===== src/rtl/uart_pkg.sv =====
// Shared UART definitions: FSM state encodings, default bit timing and the
// parity helper, common to the transmitter and receiver.
package uart_pkg;

  typedef enum logic [2:0] {
    ST_IDLE   = 3'd0,
    ST_START  = 3'd1,
    ST_DATA   = 3'd2,
    ST_PARITY = 3'd3,
    ST_STOP   = 3'd4
  } uart_state_e;

  // 50 MHz clock, 9600 baud
  localparam int unsigned UART_CLKS_PER_BIT_DEFAULT = 5208;

  // Widest payload the parity helper accepts; narrower payloads are
  // zero-extended, which leaves the XOR reduction unchanged.
  localparam int unsigned UART_PARITY_MAX_W = 64;

  // Parity bit for a payload: even parity when odd=0, odd parity when odd=1.
  function automatic logic uart_parity(input logic [UART_PARITY_MAX_W-1:0] data,
                                       input logic                         odd);
    return (^data) ^ odd;
  endfunction

endpackage


===== src/rtl/uart_baud_cnt.sv =====
// Loadable down-counter that times one bit period (or a stretch of bit
// periods). bit_end is high while the count sits at zero.
module uart_baud_cnt #(
  parameter int unsigned WIDTH = 13
) (
  input  logic             clk,
  input  logic             rst,
  input  logic             load,
  input  logic [WIDTH-1:0] load_val,
  output logic             bit_end
);

  logic [WIDTH-1:0] cnt_q;
  logic [WIDTH-1:0] cnt_d;

  // Next count: load wins, otherwise count down and rest at zero.
  always_comb begin
    cnt_d = cnt_q;
    if (load) begin
      cnt_d = load_val;
    end else if (cnt_q != '0) begin
      cnt_d = cnt_q - WIDTH'(1);
    end
  end

  // Count register.
  always_ff @(posedge clk or posedge rst) begin
    if (rst) begin
      cnt_q <= '0;
    end else begin
      cnt_q <= cnt_d;
    end
  end

  assign bit_end = (cnt_q == '0);

endmodule


===== src/rtl/uart_tx.sv =====
// UART transmitter: valid/ready byte input with a one-deep holding register,
// shift-register framing (start, data LSB first, optional parity, 1 or 2
// stop bits) and registered serial/status outputs.
module uart_tx
  import uart_pkg::*;
#(
  parameter int unsigned DATA_WIDTH   = 8,
  parameter int unsigned CLKS_PER_BIT = UART_CLKS_PER_BIT_DEFAULT,
  parameter int unsigned PARITY_EN    = 0,
  parameter int unsigned PARITY_ODD   = 0,
  parameter int unsigned STOP_BITS    = 1
) (
  input  logic                  clk,
  input  logic                  rst,
  input  logic                  tx_valid,
  input  logic [DATA_WIDTH-1:0] data_in,
  output logic                  tx_ready,
  output logic                  tx_busy,
  output logic                  tx_done,
  output logic                  tx_serial
);

  localparam int unsigned CNT_W = $clog2(STOP_BITS * CLKS_PER_BIT);
  localparam int unsigned IDX_W = $clog2(DATA_WIDTH) + 1;

  localparam logic [CNT_W-1:0] BIT_LOAD  = CNT_W'(CLKS_PER_BIT - 1);
  localparam logic [CNT_W-1:0] STOP_LOAD = CNT_W'(STOP_BITS * CLKS_PER_BIT - 1);
  localparam logic [IDX_W-1:0] LAST_IDX  = IDX_W'(DATA_WIDTH - 1);
  localparam logic             ODD_SEL   = (PARITY_ODD != 0);

  uart_state_e           state_q,     state_d;
  logic [DATA_WIDTH-1:0] hold_q,      hold_d;
  logic                  hold_full_q, hold_full_d;
  logic [DATA_WIDTH-1:0] shift_q,     shift_d;
  logic                  parity_q,    parity_d;
  logic [IDX_W-1:0]      bit_idx_q,   bit_idx_d;
  logic                  tx_serial_q, tx_serial_d;
  logic                  tx_ready_q,  tx_ready_d;
  logic                  tx_busy_q,   tx_busy_d;
  logic                  tx_done_q,   tx_done_d;

  logic                  accept;
  logic                  do_load;
  logic [DATA_WIDTH-1:0] load_src;
  logic                  cnt_load;
  logic [CNT_W-1:0]      cnt_val;
  logic                  bit_end;

  assign accept = tx_valid && tx_ready_q;

  uart_baud_cnt #(
    .WIDTH (CNT_W)
  ) u_baud_cnt (
    .clk      (clk),
    .rst      (rst),
    .load     (cnt_load),
    .load_val (cnt_val),
    .bit_end  (bit_end)
  );

  // Next-state, datapath and registered-output logic.
  always_comb begin
    state_d     = state_q;
    hold_d      = hold_q;
    hold_full_d = hold_full_q;
    shift_d     = shift_q;
    parity_d    = parity_q;
    bit_idx_d   = bit_idx_q;
    do_load     = 1'b0;
    load_src    = hold_q;
    cnt_load    = 1'b0;
    cnt_val     = BIT_LOAD;

    if (accept) begin
      hold_d      = data_in;
      hold_full_d = 1'b1;
    end

    unique case (state_q)
      ST_IDLE: begin
        if (hold_full_q) begin
          do_load     = 1'b1;
          hold_full_d = 1'b0;
          cnt_load    = 1'b1;
          state_d     = ST_START;
        end
      end
      ST_START: begin
        if (bit_end) begin
          bit_idx_d = '0;
          cnt_load  = 1'b1;
          state_d   = ST_DATA;
        end
      end
      ST_DATA: begin
        if (bit_end) begin
          shift_d  = shift_q >> 1;
          cnt_load = 1'b1;
          if (bit_idx_q == LAST_IDX) begin
            if (PARITY_EN != 0) begin
              state_d = ST_PARITY;
            end else begin
              cnt_val = STOP_LOAD;
              state_d = ST_STOP;
            end
          end else begin
            bit_idx_d = bit_idx_q + IDX_W'(1);
          end
        end
      end
      ST_PARITY: begin
        if (bit_end) begin
          cnt_load = 1'b1;
          cnt_val  = STOP_LOAD;
          state_d  = ST_STOP;
        end
      end
      ST_STOP: begin
        if (bit_end) begin
          if (hold_full_q) begin
            do_load     = 1'b1;
            hold_full_d = 1'b0;
            cnt_load    = 1'b1;
            state_d     = ST_START;
          end else if (accept) begin
            // A byte accepted on the frame's last edge goes straight into the
            // shift register so the next start bit follows with no gap.
            do_load     = 1'b1;
            load_src    = data_in;
            hold_full_d = 1'b0;
            cnt_load    = 1'b1;
            state_d     = ST_START;
          end else begin
            state_d = ST_IDLE;
          end
        end
      end
      default: begin
        state_d = ST_IDLE;
      end
    endcase

    if (do_load) begin
      shift_d  = load_src;
      parity_d = uart_parity(UART_PARITY_MAX_W'(load_src), ODD_SEL);
    end

    // Outputs follow the current state one clock later, so an accept at
    // edge N drives the start bit from edge N+2.
    unique case (state_q)
      ST_START:  tx_serial_d = 1'b0;
      ST_DATA:   tx_serial_d = shift_q[0];
      ST_PARITY: tx_serial_d = parity_q;
      default:   tx_serial_d = 1'b1;
    endcase
    tx_busy_d  = (state_q == ST_START) || (state_q == ST_DATA) ||
                 (state_q == ST_PARITY) || (state_q == ST_STOP);
    tx_done_d  = (state_q == ST_STOP) && bit_end;
    tx_ready_d = !hold_full_d;
  end

  // FSM state, datapath and output registers.
  always_ff @(posedge clk or posedge rst) begin
    if (rst) begin
      state_q     <= ST_IDLE;
      hold_q      <= '0;
      hold_full_q <= 1'b0;
      shift_q     <= '0;
      parity_q    <= 1'b0;
      bit_idx_q   <= '0;
      tx_serial_q <= 1'b1;
      tx_ready_q  <= 1'b1;
      tx_busy_q   <= 1'b0;
      tx_done_q   <= 1'b0;
    end else begin
      state_q     <= state_d;
      hold_q      <= hold_d;
      hold_full_q <= hold_full_d;
      shift_q     <= shift_d;
      parity_q    <= parity_d;
      bit_idx_q   <= bit_idx_d;
      tx_serial_q <= tx_serial_d;
      tx_ready_q  <= tx_ready_d;
      tx_busy_q   <= tx_busy_d;
      tx_done_q   <= tx_done_d;
    end
  end

  assign tx_serial = tx_serial_q;
  assign tx_ready  = tx_ready_q;
  assign tx_busy   = tx_busy_q;
  assign tx_done   = tx_done_q;

endmodule

===== config.mk =====
export PLATFORM = sky130hd
export DESIGN_NAME = uart_tx
export DESIGN_NICKNAME = d
export VERILOG_FILES = /design/src/rtl/uart_pkg.sv /design/src/rtl/uart_baud_cnt.sv /design/src/rtl/uart_tx.sv
export SDC_FILE = /design/constraint.sdc
export NUM_CORES = 1
export LEC_CHECK = 0
export ABC_AREA = 1
export CAP_MARGIN = 30
export CORE_ASPECT_RATIO = 0.9
export CORE_UTILIZATION = 40
export DETAILED_ROUTE_END_ITERATION = 16
export MAX_ROUTING_LAYER = met4
export SETUP_SLACK_MARGIN = 0.1
export SYNTH_ARGS = -nofsm -noshare
export SYNTH_HDL_FRONTEND = slang
export SYNTH_SLANG_ARGS = --single-unit

===== constraint.sdc =====
create_clock -name clk -period 2.7 [get_ports clk]
set_clock_uncertainty 0.1 [all_clocks]
set_input_delay 0.54 -clock clk [delete_from_list [all_inputs] [get_ports clk]]
set_output_delay 0.54 -clock clk [all_outputs]
set_load 0.01 [all_outputs]

==> impl_metrics.sql <==
INSERT INTO impl_metrics (metric_group, metric, value, unit) VALUES
('synth', 'async_reset_ff_frac', '1.00', ''),
('critical_path', 'slowest_stage', 'sky130_fd_sc_hd__dfrtp_1', ''),
('timing', 'timing.hold.ws', '401', 'ps'),
('synth', 'synthesis.yosys.warnings', '0', ''),
('critical_path', 'worst_setup_path_start_kind', 'register', ''),
('timing', 'worstMarginPinSlew', '534', 'ps'),
('timing', 'setup_viol', '0', ''),
('die', 'placementRows', '26', ''),
('worst_hold_path', 'whs_path_depth', '1', ''),
('routing', 'drt-wirelength-per-cell', '11.2', 'um'),
('timing', 'timing.final.crit_period', '2290', 'ps'),
('synth', 'sequential_cell_area_fraction_in_the_yosys_report', '0.437', ''),
('timing', 'final_hold_viol_count', '0', ''),
('die', 'die-area', '6350', 'um2'),
('synth', 'post_synth_most_frequent_cells', '95 x sky130_fd_sc_hd__nand2_1, 48 x sky130_fd_sc_hd__inv_1, 40 x sky130_fd_sc_hd__dfrtp_1', ''),
('routing', 'route.vias.total', '1915', ''),
('status', 'result_of_the_run', 'finished clean', ''),
('routing', 'detail_route.first_pass.iterations', '4', ''),
('finish', 'layout.filler_cells', '559', ''),
('power_and_ir_drop', 'power_leakage', '1.44', 'nW'),
('power_and_ir_drop', 'switching_share', '0.316', ''),
('clock_tree', 'tritoncts_clock_tree', 'yes', ''),
('grt', 'grt_total_usage', '0.171', ''),
('grt', 'pin_count_of_the_biggest_net_entering_global_routing', '43', ''),
('worst_hold_path', 'timing.hold.worst.class', 'reg -> reg', ''),
('placed_design', 'dpl-instance-area', '2610', 'um2'),
('finish', 'syn_to_final_growth', '12.0', '%'),
('timing', 'fin_tns_setup', '0', 'ps'),
('synth', 'mappedNetlistArea', '2410', 'um2'),
('synth', 'syn-instance-count', '316', ''),
('critical_path', 'reg2reg_slack', '410', 'ps'),
('die', 'coreArea', '5760', 'um2'),
('power_and_ir_drop', 'peakVddDrop', '0.342', 'mV'),
('placed_design', 'place_ws', '139', 'ps'),
('power_and_ir_drop', 'switchingPower', '467', 'uW'),
('die', 'floorplan.initialDensity', '0.419', ''),
('die', 'die_h', '75.7', 'um'),
('finish', 'finalNetCount', '348', ''),
('critical_path', 'worstPathRequired', '2780', 'ps'),
('synth', 'synth_enable_flop_cells', '0', ''),
('finish', 'regArea', '1050', 'um2'),
('power_and_ir_drop', 'p_per_area', '547', 'nW/um2'),
('synth', 'post_synth_main_area_contributors', 'sky130_fd_sc_hd__dfrtp_1 41%, sky130_fd_sc_hd__nand2_1 15%, sky130_fd_sc_hd__inv_1 7.5%', ''),
('critical_path', 'critical_path.reg2reg.endpoint', 'parity_q$_DFFE_PP0P_', ''),
('synth', 'postSynthNetCount', '329', ''),
('grt', 'initial_antenna_violation_count', '0', ''),
('power_and_ir_drop', 'combinationalPowerShare', '0.249', ''),
('synth', 'yosys.cell_types.count', '29', ''),
('critical_path', 'end_kind', 'register', ''),
('routing', 'drc', '0', ''),
('routing', 'final_antenna_net_count', '0', ''),
('power_and_ir_drop', 'power.total', '1.48', 'mW'),
('critical_path', 'path_max_fanout', '24', ''),
('clock_tree', 'cts_buffer_depth', '2', ''),
('placed_design', 'hpwl', '3.36', 'mm'),
('grt', 'globalRouteOverflowTotal', '0', ''),
('power_and_ir_drop', 'power_frac_seq', '0.473', ''),
('placed_design', 'gp_congestion', '0.807', ''),
('critical_path', 'reg2reg_from', 'u_baud_cnt.cnt_q[0]$_DFFE_PP0P_', ''),
('grt', 'first_global_vias', '1783', ''),
('flow_run', 'max_cap_violations', '0', ''),
('synth', 'ys_seq_elements', '42', ''),
('power_and_ir_drop', 'p_clk_frac', '0.277', ''),
('die', 'pin_count', '15', ''),
('critical_path', 'worst-endpoint-arrival', '2380', 'ps'),
('clock_tree', 'holdBufCountCts', '0', ''),
('critical_path', 'timing_worst_setup_path_type', 'reg -> reg', ''),
('timing', 'final_max_slew_viols', '0', ''),
('worst_hold_path', 'min_delay_worst_endpoint', 'bit_idx_q[0]$_DFFE_PP0P_', ''),
('timing', 'setup_repair_after_global_routing_missed_its_margin', 'false', ''),
('timing', 'timing.fmax', '436', 'MHz');
-- power groups by stage --
stage	Combinational (mW)	Sequential, mW	Clock (mW)
global route	0.442	0.708	0.453
finish	0.368	0.700	0.410
floorplan	0.290	0.707	0
CTS	0.371	0.699	0.430
global placement	0.367	0.711	0
detailed placement	0.370	0.712	0
-- sequential cells by signal (all words and copies together), names as in the netlist --
name / cells
bit_idx_q: 4
hold_full_q: 1
hold_q: 8
parity_q: 1
shift_q: 8
state_q: 3
tx_busy: 1
tx_done: 1
tx_ready: 1
tx_serial: 1
u_baud_cnt.cnt_q: 13
-- layer usage --
metal / track usage / vias to the layer above / wire, um
met3: 0.0325 / 5 / 127
met4: 0.0632 / 0 / 46
met1: 0.245 / 826 / 2510
met5: - / - / 0
met2: 0.240 / 32 / 1870
li1: - / 1052 / -
-- worst max-delay path: cells and delay by family (launching register included) --
kind | cells | cell delay, ps
AOI/OAI and AO/OA | 1 | 320
adders and majority gates | 1 | 200
buffers and inverters | 1 | 100
DFF | 1 | 370
and+or+nand+nor | 10 | 1090
-- stage by stage --
stage / cells / util
after floorplan: 316 / -
after detailed placement: 398 / 0.454
after CTS: 406 / 0.469
final: 406 / 0.469
after global placement: 398 / 0.454
after global routing: 406 / 0.469
-- final cells by class --
class,count,share of cell area
flip-flops and latches,42,0.390
repair buffers,17,0.0602
inverters,53,0.0745
multi-input cells,216,0.410
well taps,70,0.0324
clock buffers,8,0.0333
-- worst max-delay path by stage --
stage / start / endpoint / slack (ps) / cells past startpoint
2_1_floorplan: u_baud_cnt.cnt_q[0]$_DFFE_PP0P_ / parity_q$_DFFE_PP0P_ / 730 / 15
4_1_cts: u_baud_cnt.cnt_q[0]$_DFFE_PP0P_ / parity_q$_DFFE_PP0P_ / 400 / 13
3_3_place_gp: tx_valid / parity_q$_DFFE_PP0P_ / 150 / 12
6_report: u_baud_cnt.cnt_q[0]$_DFFE_PP0P_ / parity_q$_DFFE_PP0P_ / 410 / 13
3_5_place_dp: tx_valid / parity_q$_DFFE_PP0P_ / 140 / 12
5_1_grt: u_baud_cnt.cnt_q[0]$_DFFE_PP0P_ / parity_q$_DFFE_PP0P_ / 110 / 13
-- cells in the final DEF, fill, tap and decap left out --
| cell type | netlist | final |
|---|---|---|
| sky130_fd_sc_hd__a21oi_1 | 7 | 7 |
| sky130_fd_sc_hd__inv_4 | 1 | 1 |
| sky130_fd_sc_hd__ha_1 | 2 | 2 |
| sky130_fd_sc_hd__dfrtp_1 | 40 | 40 |
| sky130_fd_sc_hd__nand4_1 | 9 | 9 |
| sky130_fd_sc_hd__dfstp_2 | 2 | 2 |
| sky130_fd_sc_hd__nand2_1 | 95 | 95 |
| sky130_fd_sc_hd__a22oi_1 | 5 | 5 |
| sky130_fd_sc_hd__nand2_2 | 4 | 4 |
| sky130_fd_sc_hd__clkdlybuf4s50_1 | 0 | 14 |
| sky130_fd_sc_hd__clkbuf_1 | 0 | 2 |
| sky130_fd_sc_hd__inv_2 | 4 | 4 |
| sky130_fd_sc_hd__nand3_2 | 1 | 1 |
| sky130_fd_sc_hd__nand3_1 | 21 | 21 |
| sky130_fd_sc_hd__nor2_4 | 2 | 2 |
| sky130_fd_sc_hd__o21ai_0 | 20 | 20 |
| sky130_fd_sc_hd__o22ai_1 | 1 | 1 |
| sky130_fd_sc_hd__nor2_2 | 4 | 4 |
| sky130_fd_sc_hd__nor2_8 | 3 | 3 |
| sky130_fd_sc_hd__o211ai_1 | 1 | 1 |
| sky130_fd_sc_hd__buf_4 | 0 | 3 |
| sky130_fd_sc_hd__nor3_1 | 4 | 4 |
| sky130_fd_sc_hd__xor2_1 | 3 | 3 |
| sky130_fd_sc_hd__nand3_4 | 1 | 1 |
| sky130_fd_sc_hd__clkbuf_8 | 0 | 6 |
| sky130_fd_sc_hd__inv_1 | 48 | 48 |
| sky130_fd_sc_hd__o221ai_1 | 3 | 3 |
| sky130_fd_sc_hd__nor2_1 | 19 | 19 |
| sky130_fd_sc_hd__o21ai_2 | 4 | 4 |
| sky130_fd_sc_hd__o21ai_1 | 6 | 6 |
| sky130_fd_sc_hd__xnor2_1 | 1 | 1 |
-- kinds of logic (layout without fill, tap and decap cells) --
group / after synthesis / in the layout / share of synthesized area
and+or+nand+nor: 163 / 163 / 0.319
buffers and inverters: 58 / 78 / 0.104
AOI/OAI and AO/OA: 47 / 47 / 0.115
DFF: 42 / 42 / 0.437
xor gates and xnor gates: 4 / 4 / 0.0145
adders and majority gates: 2 / 2 / 0.0104
Power figures use the tool's default switching activity.
